File: src/rtl/mem_access_if.sv
// Data-memory request/ack bus: the MEM stage drives the master side, data memory the slave side.
interface mem_access_if #(parameter int DMEM_AW = 32);
    logic               req;
    logic               we;
    logic [DMEM_AW-1:0] addr;
    logic [31:0]        wdata;
    logic [3:0]         wstrb;
    logic               ack;
    logic [31:0]        rdata;

    modport master (output req, we, addr, wdata, wstrb, input ack, rdata);
    modport slave  (input req, we, addr, wdata, wstrb, output ack, rdata);
endinterface

File: src/rtl/mem_access.sv
// RV32I MEM stage: dmem load/store over req/ack, branch resolve, MEM/WB register (MEM_MISALIGN_TRAP_EN adds misalign abort).
// Latency: 1 cycle for non-memory ops; memory ops complete on the dmem ack cycle, later if keep is held then.
// Backpressure: stall_out freezes upstream while an access is outstanding; keep holds MEM/WB, load data parks in a hold reg.
module mem_access #(
    parameter int ACK_TIMEOUT = 16,
    parameter int DMEM_AW     = 32
) (
    input  logic        clk,
    input  logic        rst,
    input  logic        keep,
    input  logic        nop,
    input  logic [31:0] ALU_co_pype,
    input  logic [31:0] read_data2_pype2,
    input  logic [31:0] PCp4_pype2,
    input  logic [31:0] PCBranch_pype,
    input  logic [4:0]  WReg_pype2,
    input  logic        RegWrite_pype2,
    input  logic [1:0]  MemtoReg_pype2,
    input  logic [1:0]  MemRW_pype2,
    input  logic [2:0]  MemBranch_pype2,
    input  logic [2:0]  mem_size_pype2,
    mem_access_if.master dmem,
    output logic        stall_out,
    output logic        branch_taken,
    output logic [31:0] branch_target,
    output logic [31:0] WB_data_pype3,
    output logic [4:0]  WReg_pype3,
    output logic        RegWrite_pype3,
    output logic        mem_err
);
    typedef struct packed {
        logic [31:0] alu;
        logic [31:0] rs2;
        logic [31:0] pcp4;
        logic [31:0] target;
        logic [4:0]  wreg;
        logic        regwrite;
        logic [1:0]  memtoreg;
        logic [1:0]  memrw;
        logic [2:0]  membranch;
        logic [2:0]  size;
    } exmem_t;

    typedef enum logic [1:0] {IDLE, WAIT, HOLD} state_t;

    state_t      state;
    exmem_t      cur, lat, op;
    logic [31:0] hold_q, tmo_cnt, rd_word, ld_val, wb_val, addr_al;
    logic        mem_op, mis, issue, timeout, abort, cap, bubble, wb_we, req;

    function automatic logic is_mem(input logic [1:0] rw);
        return (rw == 2'b01) || (rw == 2'b10);
    endfunction

    function automatic logic br_taken(input logic [2:0] mb, input logic [31:0] alu);
        case (mb)
            3'b001, 3'b101: return alu == 32'd0;
            3'b010:         return alu != 32'd0;
            3'b011:         return alu == 32'd1;
            3'b100, 3'b110: return 1'b1;
            default:        return 1'b0;
        endcase
    endfunction

    function automatic logic [31:0] load_ext(input logic [2:0] sz, input logic [1:0] a, input logic [31:0] w);
        logic [31:0] sft;
        logic [15:0] h;
        sft = w >> {a, 3'b000};
        h   = a[1] ? w[31:16] : w[15:0];
        case (sz)
            3'b000:  return {{24{sft[7]}}, sft[7:0]};
            3'b001:  return {{16{h[15]}}, h};
            3'b100:  return {24'd0, sft[7:0]};
            3'b101:  return {16'd0, h};
            default: return w;
        endcase
    endfunction

    always_comb begin
        cur = '{alu: ALU_co_pype, rs2: read_data2_pype2, pcp4: PCp4_pype2, target: PCBranch_pype,
                wreg: WReg_pype2, regwrite: RegWrite_pype2, memtoreg: MemtoReg_pype2,
                memrw: MemRW_pype2, membranch: MemBranch_pype2, size: mem_size_pype2};
        // While an access is in flight everything comes from the snapshot taken at issue.
        op     = (state == IDLE) ? cur : lat;
        mem_op = is_mem(cur.memrw) && !nop;
`ifdef MEM_MISALIGN_TRAP_EN
        mis = ((cur.size[1:0] == 2'b01) && cur.alu[0]) ||
              ((cur.size[1:0] == 2'b10) && (cur.alu[1:0] != 2'b00));
`else
        mis = 1'b0;
`endif
        issue   = (state == IDLE) && mem_op && !mis;
        timeout = (state == WAIT) && !dmem.ack && (ACK_TIMEOUT != 0) &&
                  (tmo_cnt == 32'(ACK_TIMEOUT - 1));
        abort   = timeout || ((state == IDLE) && mem_op && mis);
        cap     = !keep && (((state == IDLE) && !nop && !issue) ||
                            ((state == WAIT) && (dmem.ack || timeout)) ||
                            (state == HOLD));
        bubble  = !keep && (state == IDLE) && nop;
        // Stall drops on the completing cycle so upstream advances exactly once per access.
        stall_out = !rst && (issue ||
                             ((state == WAIT) && !(dmem.ack && !keep) && !timeout) ||
                             ((state == HOLD) && keep));

        rd_word = (state == HOLD) ? hold_q : dmem.rdata;
        ld_val  = load_ext(op.size, op.alu[1:0], rd_word);
        case (op.memtoreg)
            2'b01:   wb_val = ld_val;
            2'b10:   wb_val = op.pcp4;
            default: wb_val = op.alu;
        endcase
        wb_we = op.regwrite && (op.memrw != 2'b10) && !abort;

        addr_al = op.alu;
        if (op.size[1:0] == 2'b10)      addr_al[1:0] = 2'b00;
        else if (op.size[1:0] == 2'b01) addr_al[0]   = 1'b0;

        req        = !rst && (issue || (state == WAIT));
        dmem.req   = req;
        dmem.we    = req && (op.memrw == 2'b10);
        dmem.addr  = req ? addr_al[DMEM_AW-1:0] : '0;
        dmem.wdata = '0;
        dmem.wstrb = '0;
        if (req && (op.memrw == 2'b10)) begin
            case (op.size[1:0])
                2'b00: begin
                    dmem.wdata = {4{op.rs2[7:0]}};
                    dmem.wstrb = 4'b0001 << op.alu[1:0];
                end
                2'b01: begin
                    dmem.wdata = {2{op.rs2[15:0]}};
                    dmem.wstrb = op.alu[1] ? 4'b1100 : 4'b0011;
                end
                default: begin
                    dmem.wdata = op.rs2;
                    dmem.wstrb = 4'b1111;
                end
            endcase
        end
    end

    always_ff @(posedge clk) begin
        if (rst) begin
            state          <= IDLE;
            lat            <= '0;
            hold_q         <= '0;
            tmo_cnt        <= '0;
            WB_data_pype3  <= '0;
            WReg_pype3     <= '0;
            RegWrite_pype3 <= 1'b0;
            branch_taken   <= 1'b0;
            branch_target  <= '0;
            mem_err        <= 1'b0;
        end else begin
            branch_taken <= 1'b0;
            mem_err      <= timeout || (abort && cap);
            case (state)
                IDLE: if (issue) begin
                    lat     <= cur;
                    tmo_cnt <= '0;
                    state   <= WAIT;
                end
                WAIT: if (dmem.ack) begin
                    hold_q <= dmem.rdata;
                    state  <= keep ? HOLD : IDLE;
                end else if (timeout) begin
                    state <= IDLE;
                end else begin
                    tmo_cnt <= tmo_cnt + 32'd1;
                end
                HOLD: if (!keep) state <= IDLE;
                default: state <= IDLE;
            endcase
            if (cap) begin
                WB_data_pype3  <= wb_val;
                WReg_pype3     <= op.wreg;
                RegWrite_pype3 <= wb_we;
                branch_taken   <= !abort && br_taken(op.membranch, op.alu);
                branch_target  <= op.target;
            end else if (bubble) begin
                WB_data_pype3  <= '0;
                WReg_pype3     <= '0;
                RegWrite_pype3 <= 1'b0;
            end
        end
    end
endmodule

File: src/flat_wrapper.sv
// flat-port wrapper written by rule: the top's interface ports become plain ports
module mem_access_flat 
#(
    parameter int ACK_TIMEOUT = 16,
    parameter int DMEM_AW     = 32
)
  (clk, rst, keep, nop, ALU_co_pype, read_data2_pype2, PCp4_pype2, PCBranch_pype, WReg_pype2, RegWrite_pype2, MemtoReg_pype2, MemRW_pype2, MemBranch_pype2, mem_size_pype2, stall_out, branch_taken, branch_target, WB_data_pype3, WReg_pype3, RegWrite_pype3, mem_err, dmem_req, dmem_we, dmem_addr, dmem_wdata, dmem_wstrb, dmem_ack, dmem_rdata);
  mem_access_if #(.DMEM_AW(DMEM_AW)) dmem_i ();
  input  logic clk;
  input  logic rst;
  input  logic keep;
  input  logic nop;
  input  logic [31:0] ALU_co_pype;
  input  logic [31:0] read_data2_pype2;
  input  logic [31:0] PCp4_pype2;
  input  logic [31:0] PCBranch_pype;
  input  logic [4:0] WReg_pype2;
  input  logic RegWrite_pype2;
  input  logic [1:0] MemtoReg_pype2;
  input  logic [1:0] MemRW_pype2;
  input  logic [2:0] MemBranch_pype2;
  input  logic [2:0] mem_size_pype2;
  output logic stall_out;
  output logic branch_taken;
  output logic [31:0] branch_target;
  output logic [31:0] WB_data_pype3;
  output logic [4:0] WReg_pype3;
  output logic RegWrite_pype3;
  output logic mem_err;
  output wire logic [$bits(dmem_i.req)-1:0] dmem_req;
  output wire logic [$bits(dmem_i.we)-1:0] dmem_we;
  output wire logic [$bits(dmem_i.addr)-1:0] dmem_addr;
  output wire logic [$bits(dmem_i.wdata)-1:0] dmem_wdata;
  output wire logic [$bits(dmem_i.wstrb)-1:0] dmem_wstrb;
  input wire logic [$bits(dmem_i.ack)-1:0] dmem_ack;
  input wire logic [$bits(dmem_i.rdata)-1:0] dmem_rdata;
  assign dmem_req = dmem_i.req;
  assign dmem_we = dmem_i.we;
  assign dmem_addr = dmem_i.addr;
  assign dmem_wdata = dmem_i.wdata;
  assign dmem_wstrb = dmem_i.wstrb;
  assign dmem_i.ack = dmem_ack;
  assign dmem_i.rdata = dmem_rdata;
  mem_access #(.ACK_TIMEOUT(ACK_TIMEOUT), .DMEM_AW(DMEM_AW)) u_core (.clk(clk), .rst(rst), .keep(keep), .nop(nop), .ALU_co_pype(ALU_co_pype), .read_data2_pype2(read_data2_pype2), .PCp4_pype2(PCp4_pype2), .PCBranch_pype(PCBranch_pype), .WReg_pype2(WReg_pype2), .RegWrite_pype2(RegWrite_pype2), .MemtoReg_pype2(MemtoReg_pype2), .MemRW_pype2(MemRW_pype2), .MemBranch_pype2(MemBranch_pype2), .mem_size_pype2(mem_size_pype2), .dmem(dmem_i), .stall_out(stall_out), .branch_taken(branch_taken), .branch_target(branch_target), .WB_data_pype3(WB_data_pype3), .WReg_pype3(WReg_pype3), .RegWrite_pype3(RegWrite_pype3), .mem_err(mem_err));
endmodule
File: config.mk
export PLATFORM = sky130hd
export DESIGN_NAME = mem_access_flat
export DESIGN_NICKNAME = d
export VERILOG_FILES = /design/src/rtl/mem_access_if.sv /design/src/rtl/mem_access.sv /design/src/flat_wrapper.sv
export SDC_FILE = /design/constraint.sdc
export NUM_CORES = 1
export LEC_CHECK = 0
export ABC_CLOCK_PERIOD_IN_PS = 3000
export BUFFER_PORTS_ARGS = -buffer_cell sky130_fd_sc_hd__buf_4
export CORE_UTILIZATION = 40
export CTS_CLUSTER_SIZE = 30
export DETAILED_ROUTE_END_ITERATION = 10
export PLACE_DENSITY_LB_ADDON = 0.25
export SYNTH_ARGS = -nofsm -noshare
export SYNTH_HDL_FRONTEND = slang
export SYNTH_SLANG_ARGS = --single-unit
File: constraint.sdc
create_clock -name clk -period 3 [get_ports clk]
set_clock_uncertainty 0.05 [all_clocks]
set_input_delay 0.6 -clock clk [delete_from_list [all_inputs] [get_ports clk]]
set_output_delay 0.6 -clock clk [all_outputs]
set_load 0.01 [all_outputs]
After elaboration in Yosys (flattened, before gate mapping)
Index checks and enable logic that the tools add are counted.
Widths: inputs -> output; s select.
- muxes and demuxes: 33
- shifts and indexed selects: 2
- order comparisons: 0
- $add $sub $neg: 1
- bitwise logic cells: 1
- equal/unequal tests: 26
- div/mod/pow operators: 0
- $mul: 0
- reduce and logical (&&, ||, !) cells: 50
- operators with widths (cell ; count):
    $mux 32 ; 8
    $pmux 32 s2 ; 3
    $mux 144 ; 1
    $pmux 32 s4 ; 1
    $add 32x1->32 const B ; 1
    $eq 32x1->1 const B ; 1
    $eq 32x4->1 const B ; 1
    $logic_not 32->1 ; 1
    $reduce_bool 32->1 ; 1
    $shr 32x5->8 ; 1
    $logic_and 1x1->1 ; 21
    $mux 16 ; 1
    $eq 3x3->1 const B ; 5
    $eq 2x2->1 const B ; 5
    $mux 2 ; 5
    $mux 5 ; 2
    $eq 2x1->1 const B ; 4
    $logic_or 1x1->1 ; 8
    $mux 4 ; 2
    $ne 2x2->1 const B ; 4
    $pmux 4 s2 ; 1
    $logic_not 1->1 ; 7
    $mux 1 ; 7
    $eq 3x1->1 const B ; 2
    other kinds (14) ; 20
- latch bits: 0
- RAM bits: 0
- output and inout port bits: 143
- memory bits (read-only): 0
- word-level logic and storage cells: 132
- memories kept: 0
- flip-flop bits (word level): 282

Depth between registers and ports, before layout
Gate-level depths: netlist (run 1).
- word-level depth: 12
- mapped depth: 15

Worst setup path after synthesis (run 1)
Ideal clock, no wire load.
- path kind: reg-to-reg
- start point: register u_core.state[1]
- end point: register u_core.WB_data_pype3[28]
- setup slack: -0.249 ns
- cell stages (with the launch flop): 13
- arrival: 3.082 ns
- period minus slack after synthesis: 3.249 ns
- cells stage by stage: dfxtp_1 > nor2_2 > buf_2 > buf_2 > clkbuf_1 > clkbuf_1 > mux2i_1 > ha_1 > clkbuf_1 > clkbuf_1 > clkbuf_1 > a21oi_1 > a22o_1
- longest elaborated chain between the ends: 9
- elaborated cells between the ends (all ways): 30
- those cells by class: 7 x eq/ne; 1 x shift; 6 x mux; 16 x reduce/logical
- RTL lines (what ; RTL line ; text):
    from (decl) ; mem_access.sv:46 ; state_t state;
    from (signal assigned) ; mem_access.sv:165 ; state <= keep ? HOLD : IDLE;
    branches (longest 9 deep; another with $mux 32) ; - ;
    to (signal assigned) ; mem_access.sv:175 ; WB_data_pype3 <= wb_val;
    to (decl) ; mem_access.sv:26 ; output logic [31:0] WB_data_pype3,
Parallel ways; which one is timed is not known.
A chain may end at the register's enable or synchronous reset.

Worst setup path after layout (run 1)
- start point: register u_core.state[0]
- end point: output dmem_addr[6]
- longest elaborated chain between the ends: 5
- elaborated cells between the ends (all ways): 7
- those cells by class: 1 x eq/ne; 2 x mux; 4 x reduce/logical
- RTL lines (what ; RTL line ; text):
    $logic_not 2->1 ; mem_access.sv:84, mem_access.sv:92 ;
    $logic_and 1x1->1 ; mem_access.sv:92 ; issue = (state == IDLE) && mem_op && !mis;
    $logic_or 1x1->1 ; mem_access.sv:118 ; req = !rst && (issue || (state == WAIT));
    $logic_and 1x1->1 ; mem_access.sv:118 ;
    $mux 32 (*) ; mem_access.sv:121 ; dmem.addr = req ? addr_al[DMEM_AW-1:0] : '0;
    to (decl) ; flat_wrapper.sv:32 ; output wire logic [$bits(dmem_i.addr)-1:0] dmem_addr;
Mark *: on every way between the ends. The rest lies on a longest branch, timed or not.

==> summary.txt, run 1 <==
Outcome
  • Status: complete, no violations

CTS
  • Hold_buf cts: 0
  • Clock H-tree levels: 2
  • CTS root buf: clkbuf_16
  • CTS Buf Count: 34
  • Clock transition at the registers of the reported paths: 0.06 ns
  • Clk_lat worst skew: 0.51 ns
  • Clock sinks: 282
  • CTS max path bufs: 3
  • CTS tree: done

Logic synthesis
  • Sequential area share after synthesis: between 40% and 50%
  • Netlist Area Pre-Place: 14,100 um2
  • Area contributors post-synth: dfxtp_1 40%, nand2_1 16%, a21oi_1 9.3%, mux2i_1 5.7%, nor2_1 3.5%
  • Yosys Warn Count: 0
  • Synth Flop Type: dfxtp_1
  • EDFF count, synth: 0
  • Yosys reg bits: 282
  • Cells after Synth: 1,922
  • Synth area leader: dfxtp_1
  • Top cell type's share of synthesized area: 40.1%
  • Synth unique cells: 65
  • Syn nets: 2,106
  • Asr flop ratio synth: 0%
  • Syn_area_per_cell: 7.32 um2

Route
  • Post-route ant nets: 0
  • Drt drc: 0
  • 1st-iter DRT viols: ~1,300
  • Total number of vias: 15,000
  • Detailed Routing Iterations Pass 1: 5
  • Average vias per placed instance: 5.57
  • Wirelength per Cell: 19.3 um
  • Drt total wl: 51.9 mm

Layout
  • Most frequent cells in the layout: 612 x nand2_1, 384 x buf_4, 279 x dfxtp_1
  • Final Util: 54.0%
  • Layout area overhead: 32.5%
  • Non-filler cells, final: 2,693
  • Share of layout cells above drive strength 1: between 20% and 30%
  • Fillers: 3,334
  • Most common cell after layout, fill and taps aside: nand2_1
  • Layout Nets: 2,393
  • Fin area: 18,600 um2

Place
  • GPL Wtd Cong: 0.911
  • Post-placement cell count: 2,614
  • Final HPWL DP: 36.3 mm
  • DP Area: between 15,000 and 20,000 um2
  • Port Buffers: 323

Die
  • Core area: 34,500 um2
  • Die Ht: 190 um
  • Die Footprint: 35,900 um2
  • Top Ports: between 300 and 400
  • FP Rows: 68
  • Starting Density: 40.7%
  • Width of the die: 190 um

STA
  • F_max: 0.341 GHz
  • Worst Tran Pin Value: ~1.1 ns
  • Final Hold Viols: 0
  • Final worst path period share: 97.7%
  • Max Slew Vio Count: 0
  • Slew HR: between 20% and 30%
  • Hold slack: 0.299 ns
  • RSZ-0062 raised after global routing: yes
  • Minimum clock period: 2.93 ns
  • Fin Setup TNS: 0 ns
  • # setup viols final: 0

Worst hold path
  • Worst min path class: input port to register

Setup path
  • CP max stage cell: mux2i_2
  • CP top delay family: buffers and inverters
  • Crit path max fanout: ~50
  • CP Cell Sequence: nor2_4 -> buf_12 -> buf_16 -> mux2i_2 -> nor2_1 -> buf_4
  • Worst setup EP type: output pin
  • Crit Path Category: register to output pin
  • WP data arrival: approximately 2.3 ns
  • Slowest Stage Delay on Critical Path: 0.43 ns
  • Worst path buffer plus inverter count: 3
  • Startpoint Class: register
  • Critical path required time: 2.35 ns

Global route
  • Antenna violations before repair: 3
  • Grt ovf: 0
  • First-pass GRT wire length: 78.2 mm
  • Vias in the first global route: approximately 14,000
  • Pin count of the biggest net entering global routing: between 90 and 100
  • Tot GR Track Use: 27.4%

Power
  • Highest ir drop seen on vdd: between 0.3 and 0.4 mV
  • Lkg Pwr: a little under 8 nW
  • Pwr Density: 557 nW/um2

Run
  • Max_cap viols: 0
final timing paths:
check | startpoint | to | slack [ns] | depth (start not counted)
max reg2reg | u_core.state[1] | u_core.WB_data_pype3[15] | 0.32 | 7
min | read_data2_pype2[16] | u_core.lat[96] | 0.30 | 3
max | u_core.state[0] | dmem_addr[6] | 0.07 | 6
min reg2reg | u_core.hold_q[22] | u_core.hold_q[22] | 0.40 | 2
final cells by class:
class	count	area (um2)	share of cell area, %
multi-input combinational	1465	7990	42.9
inverter	24	95.1	0.510
clock inverter	6	83.8	0.450
timing repair buffer	401	3150	16.9
timing repair inverter	1	8.76	0.0470
clock buffer	55	1080	5.81
sequential	282	5650	30.3
tap	455	569	3.05
antenna	4	10.0	0.0537
repair_timing:
action | 4_1_cts | 5_1_grt
setup endpoints to repair | 61 | 59
cloned | 0 | 3
pin swaps | 4 | 3
resized for setup | 27 | 52
setup buffers | 7 | 4
power breakdown:
group | total [mW] | switching, mW | internal, mW | leakage [nW]
logic | 2.04 | 1.23 | 0.815 | 4.93
clock network | 4.29 | 1.64 | 2.64 | 0.576
registers | 4.07 | 0.122 | 3.94 | 2.30
total | 10.4 | 2.99 | 7.40 | 7.80
per-stage QoR:
stage | power, mW | worst slack (ns)
3_5_place_dp | 6.06 | 0.0513
4_1_cts | 10.4 | 0.00203
2_1_floorplan | 5.20 | 0.0320
5_1_grt | 10.8 | -0.0267
6_report | 10.4 | 0.0696
3_3_place_gp | 6.02 | 0.103
routing by layer:
metal  vias to the layer above  track usage, %  share of wire, %
met5                         -               0                 0
met3                       106            5.29               7.6
met2                       556            45.3                48
met1                      7144            35.1                41
met4                         0            10.9               3.8
li1                       7199               -                 -
worst register-to-register path: stages, from the launching register on:
cell and delay, ns:
dfxtp_2 0.37, buf_4 0.19, nand2b_1 0.22, mux2_4 0.37, mux4_2 0.53, a21o_1 0.31
or2_0 0.24, a221o_1 0.31
synthesized netlist by cell type (10+ instances only):
cell         n
nand2_1    613
dfxtp_1    282
a21oi_1    261
nor2_1     131
clkbuf_1   115
mux2i_1     80
o21ai_0     57
a211oi_1    35
a311oi_1    33
inv_1       23
xnor2_1     22
nor4_1      21
a22o_1      17
buf_1       17
buf_2       17
mux2_2      17
nand4_1     14
a31oi_1     13
nand3_1     12
a221oi_1    11
a2111oi_0   10
nor3b_1     10
cells by family after synthesis:
family                     synth area share [%]
muxes                                      7.42
adders and majority gates                 0.267
AOI/OAI and AO/OA                          20.8
xor gates and xnor gates                   1.43
DFF                                        40.1
buffers and inverters                      4.95
and+or+nand+nor                            25.0
sequential cells by signal, indices dropped and copies added (netlist names):
name and count:
u_core.branch_taken 1, u_core.RegWrite_pype3 1, u_core.branch_target 32, u_core.mem_err 1, u_core.WReg_pype3 5, u_core.lat 144, u_core.tmo_cnt 32, u_core.hold_q 32
u_core.state 2, u_core.WB_data_pype3 32
(Power assumes the default switching activity.)
==> inputs of run 2 (changes only) <==
--- a/config.mk
+++ b/config.mk
@@ -5,7 +5,7 @@
 export SDC_FILE = /design/constraint.sdc
 export NUM_CORES = 1
 export LEC_CHECK = 0
-export ABC_CLOCK_PERIOD_IN_PS = 3000
+export ABC_CLOCK_PERIOD_IN_PS = 3800
 export BUFFER_PORTS_ARGS = -buffer_cell sky130_fd_sc_hd__buf_4
 export CORE_UTILIZATION = 40
 export CTS_CLUSTER_SIZE = 30
==> constraint.sdc (replaced) <==
create_clock -name clk -period 3.8 [get_ports clk]
set_clock_uncertainty 0.05 [all_clocks]
set_input_delay 0.76 -clock clk [delete_from_list [all_inputs] [get_ports clk]]
set_output_delay 0.76 -clock clk [all_outputs]
set_load 0.01 [all_outputs]
==> summary.txt, run 2 (synthesis results as in run 1) <==
Outcome
  • Status: complete, no violations

Setup path
  • Critical path required time: roughly 3 ns
  • CP max stage cell: mux2i_1
  • CP Cell Sequence: nor2_4 -> buf_4 -> buf_4 -> mux2i_1 -> nor2_1 -> buf_4
  • Worst reg2reg endpoint: u_core.WB_data_pype3[21]
  • Worst setup EP type: output pin
  • R2R Path Start: u_core.state[0]
  • Crit Path Category: register to output pin
  • Crit path max fanout: 35
  • FF-to-FF setup slack: 0.71 ns
  • Slowest Stage Delay on Critical Path: ~0.53 ns
  • WP data arrival: around 2.8 ns
  • Startpoint Class: register
  • Worst reg2reg path depth: 6
  • CP dominant cell by count: buf_4

Die
  • FP Rows: slightly below 70
  • Die Ht: 190 um
  • Core area: 34,500 um2
  • Top Ports: 324
  • Width of the die: approximately 190 um
  • Starting Density: between 40% and 50%
  • Die Footprint: 35,900 um2

Place
  • Post-placement cell count: 2,591
  • Port Buffers: 323
  • GPL Wtd Cong: 0.919
  • Final HPWL DP: 35.8 mm

STA
  • Final worst path period share: 95.8%
  • Final Hold Viols: 0
  • Worst Tran Pin Value: 0.811 ns
  • Hold slack: ~0.40 ns
  • RSZ-0062 raised after global routing: no
  • # setup viols final: 0
  • Max Slew Vio Count: 0
  • F_max: between 0.2 and 0.3 GHz
  • Minimum clock period: between 3 and 4 ns
  • Fin Setup TNS: 0 ns
  • Slew HR: 45.9%

Route
  • Drt total wl: 51.1 mm
  • 1st-iter DRT viols: 1,282
  • Wirelength per Cell: roughly 19 um
  • Post-route ant nets: 0
  • Average vias per placed instance: 5.55
  • Drt drc: 0
  • Total number of vias: 14,700
  • Detailed Routing Iterations Pass 1: 5

CTS
  • CTS resizes: 0
  • CTS tree: done
  • Clock transition at the registers of the reported paths: 0.06 ns
  • CTS Buf Count: 34
  • Clock sinks: about 280
  • Clock H-tree levels: 2
  • Clk_lat worst skew: between 0.5 and 0.6 ns
  • Hold_buf cts: 0
  • Postcts setup bufs: 0
  • CTS root buf: clkbuf_16
  • CTS max path bufs: 3

Layout
  • Layout Nets: 2,356
  • Most frequent cells in the layout: 612 x nand2_1, 357 x buf_4, 282 x dfxtp_1
  • Layout area overhead: 28.2%
  • Final Util: a little over half
  • Share of layout cells above drive strength 1: 20.6%
  • Most common cell after layout, fill and taps aside: nand2_1
  • Non-filler cells, final: 2,652
  • Max reg flops: between 100 and 150
  • Most flop-heavy register: u_core.lat

Global route
  • First-pass GRT wire length: between 70 and 80 mm
  • Tot GR Track Use: between 20% and 30%
  • Antenna violations before repair: 2
  • Vias in the first global route: 13,500
  • Grt ovf: 0
  • Pin count of the biggest net entering global routing: 171

Power
  • Gate power share: 19.3%
  • Flop pwr share: 40.4%
  • Lkg Pwr: 7.63 nW
  • Clock power share: slightly above 40%
  • NetSw: 2.34 mW
  • Sw frac: 29.5%
  • Pwr Density: approximately 440 nW/um2
  • Cell Int Power: approximately 5.6 mW
  • Highest ir drop seen on vdd: roughly 0.26 mV

Worst hold path
  • Min-delay src: u_core.hold_q[28]
  • Hold worst-path end: u_core.hold_q[28]
  • WHS Path Cells: 2
  • Worst min path class: register to register

Run
  • Max_cap viols: 0
-- run 2: worst max-delay path by stage --
stage / cells after the start / startpoint / slack (ns) / end
after floorplan: 12 / u_core.state[1] / 0.55 / u_core.WB_data_pype3[21]
after global placement: 10 / MemRW_pype2[1] / 0.44 / dmem_wdata[29]
after detailed placement: 10 / MemRW_pype2[1] / 0.37 / dmem_wdata[27]
after CTS: 6 / u_core.state[1] / 0.17 / dmem_addr[19]
after global routing: 7 / u_core.tmo_cnt[0] / 0.03 / stall_out
final: 6 / u_core.state[1] / 0.16 / dmem_addr[20]
-- run 2: per-stage QoR --
stage	setup WS [ns]	area, um2	power (mW)
2_1_floorplan	0.551	14100	4.10
3_3_place_gp	0.440	16900	4.77
3_5_place_dp	0.375	16900	4.79
4_1_cts	0.167	18000	7.99
5_1_grt	0.0315	18000	8.26
6_report	0.158	18000	7.94
-- run 2: layout make-up --
| cell class | instances | area, um2 |
|---|---|---|
| Fill cell | 3350 | 16500 |
| Clock inverter | 9 | 96.3 |
| Inverter | 24 | 90.1 |
| Antenna cell | 3 | 7.51 |
| Clock buffer | 49 | 998 |
| Sequential cell | 282 | 5650 |
| Tap cell | 455 | 569 |
| Multi-Input combinational cell | 1464 | 7780 |
| Timing Repair Buffer | 366 | 2850 |
-- run 2: power groups by stage --
stage | Sequential, mW | Combinational, mW | Clock [mW]
global route | 3.22 | 1.67 | 3.37
finish | 3.21 | 1.54 | 3.20
CTS | 3.21 | 1.53 | 3.25
global placement | 3.26 | 1.51 | 0
floorplan | 3.27 | 0.830 | 0
detailed placement | 3.27 | 1.52 | 0
-- run 2: worst max-delay path, delay by kind of cell, from the launching register on --
family        cells  cell delay, ns
mux               1            0.53
flops             1            0.37
buf+inv           3            1.03
simple gates      2            0.36
-- run 2: per-layer routing --
metal	track usage [%]	wire (um)	share of wire, %	vias to the layer above
li1	-	-	-	7106
met3	6.22	4170	8.1	107
met2	43.9	23600	46	620
met1	35.1	21400	42	6875
met4	11.5	1990	3.9	0
met5	0	0	0	-
==> inputs of run 3 (changes only) <==
--- a/config.mk
+++ b/config.mk
@@ -11,6 +11,7 @@
 export CTS_CLUSTER_SIZE = 30
 export DETAILED_ROUTE_END_ITERATION = 10
 export PLACE_DENSITY_LB_ADDON = 0.25
+export RECOVER_POWER = 50
 export SYNTH_ARGS = -nofsm -noshare
 export SYNTH_HDL_FRONTEND = slang
 export SYNTH_SLANG_ARGS = --single-unit
==> summary.txt, run 3 (synthesis results as in run 1) <==
Setup path
  • Startpoint Class: register
  • Slowest Stage Delay on Critical Path: about 0.54 ns
  • Worst setup EP type: output pin
  • CP dominant cell by count: buf_4
  • CP Cell Sequence: nor2_4 -> buf_4 -> buf_4 -> mux2i_1 -> nor2_1 -> buf_4
  • CP top delay family: buffers and inverters
  • Worst path buffer plus inverter count: 3
  • Crit path max fanout: 35
  • CP max stage cell: mux2i_1
  • Critical path required time: 2.99 ns
  • Crit Path Category: register to output pin
  • Worst reg2reg path depth: 8
  • Number of stages on the worst setup path: 6
  • WP data arrival: 2.84 ns

Die
  • Starting Density: 40.7%
  • Width of the die: roughly 190 um
  • Core area: 34,500 um2
  • Die Ht: 190 um
  • Die Footprint: 35,900 um2
  • Top Ports: 324
  • FP Rows: 68

Layout
  • Layout area overhead: 26.1%
  • Layout Nets: roughly 2,400
  • Most common cell after layout, fill and taps aside: nand2_1
  • Most frequent cells in the layout: 612 x nand2_1, 282 x dfxtp_1, 281 x buf_4
  • Max reg flops: approximately 140
  • Non-filler cells, final: between 2,000 and 3,000
  • Most flop-heavy register: u_core.lat
  • Fillers: roughly 3,400
  • Share of layout cells above drive strength 1: 17.1%

CTS
  • Clock sinks: between 200 and 300
  • CTS root buf: clkbuf_16
  • CTS resizes: 0
  • Postcts setup bufs: 0
  • CTS tree: done
  • Clock H-tree levels: 2
  • Hold_buf cts: 0
  • CTS max path bufs: 3
  • CTS Buf Count: 34
  • Clock transition at the registers of the reported paths: 0.06 ns
  • Clk_lat worst skew: 0.53 ns

Power
  • Pwr Density: 445 nW/um2
  • Lkg Pwr: 7.30 nW
  • Highest ir drop seen on vdd: between 0.2 and 0.3 mV

Global route
  • First-pass GRT wire length: 77.3 mm
  • Grt ovf: 0
  • Tot GR Track Use: 27.3%
  • Antenna violations before repair: 2
  • Pin count of the biggest net entering global routing: around 170
  • Vias in the first global route: 13,500

Route
  • Total number of vias: 14,700
  • Drt total wl: 51.0 mm
  • Wirelength per Cell: 19.2 um
  • 1st-iter DRT viols: 1,334
  • Detailed Routing Iterations Pass 1: 7
  • Average vias per placed instance: 5.55
  • Drt drc: 0
  • Post-route ant nets: 0

Place
  • Port Buffers: about 320
  • GPL Wtd Cong: 0.919
  • Post-placement cell count: approximately 2,600
  • Final HPWL DP: about 36 mm

STA
  • Final Hold Viols: 0
  • # setup viols final: 0
  • Max Slew Vio Count: between 150 and 200
  • Slew HR: -34.9%
  • Fin Setup TNS: 0 ns
  • F_max: 0.274 GHz
  • RSZ-0062 raised after global routing: no
  • Worst Tran Pin Value: between 2 and 2.5 ns
  • Final worst path period share: between 90% and 100%
  • Minimum clock period: 3.65 ns

Worst hold path
  • Worst min path class: register to register
  • WHS Path Cells: 2

Run
  • Max_cap viols: 2

Outcome
  • Status: complete, but fails checks
  • Violated checks: capacitance limit, slew limit
-- run 3: metal layers --
layer	routed length, um	global-route usage, %	up-vias
li1	-	-	7108
met3	4360	6.22	99
met5	0	0	-
met1	21200	35.1	6904
met4	1950	11.5	0
met2	23500	43.9	606
-- run 3: layout make-up --
| cell class | count | area [um2] | area share, % |
|---|---|---|---|
| antenna | 3 | 7.51 | 0.0423 |
| clock buffer | 49 | 998 | 5.63 |
| clock inverter | 9 | 96.3 | 0.543 |
| inverter | 24 | 90.1 | 0.508 |
| multi-input combinational | 1464 | 7780 | 43.9 |
| sequential | 282 | 5650 | 31.8 |
| tap | 455 | 569 | 3.21 |
| timing repair buffer | 366 | 2550 | 14.4 |
-- run 3: through the flow --
stage | utilization (%) | power, mW | cell area [um2] | hold WS [ns] | worst slack (ns)
floorplan | - | 4.10 | 14100 | 0.382 | 0.551
global placement | 49.0 | 4.77 | 16900 | 0.391 | 0.440
detailed placement | 49.0 | 4.79 | 16900 | 0.396 | 0.375
CTS | 52.2 | 7.99 | 18000 | 0.403 | 0.167
global route | 51.4 | 8.21 | 17700 | 0.419 | 0.0315
finish | 51.4 | 7.89 | 17700 | 0.402 | 0.147
-- run 3: worst paths after layout --
kind | slack [ns] | start | to
max reg2reg | 0.45 | u_core.state[0] | u_core.tmo_cnt[28]
min reg2reg | 0.40 | u_core.hold_q[28] | u_core.hold_q[28]
min | 0.40 | u_core.hold_q[28] | u_core.hold_q[28]
max | 0.15 | u_core.state[1] | dmem_addr[20]
-- run 3: worst min-delay path, cell delays in order (launching register included) --
cell	delay, ns
dfxtp_1	0.31
nand2_1	0.05
a21oi_1	0.05
-- run 3: power breakdown --
group | internal, mW | leakage [nW] | switching [mW]
Clock | 1.90 | 0.542 | 1.29
Sequential | 3.11 | 2.30 | 0.0936
Combinational | 0.540 | 4.47 | 0.950
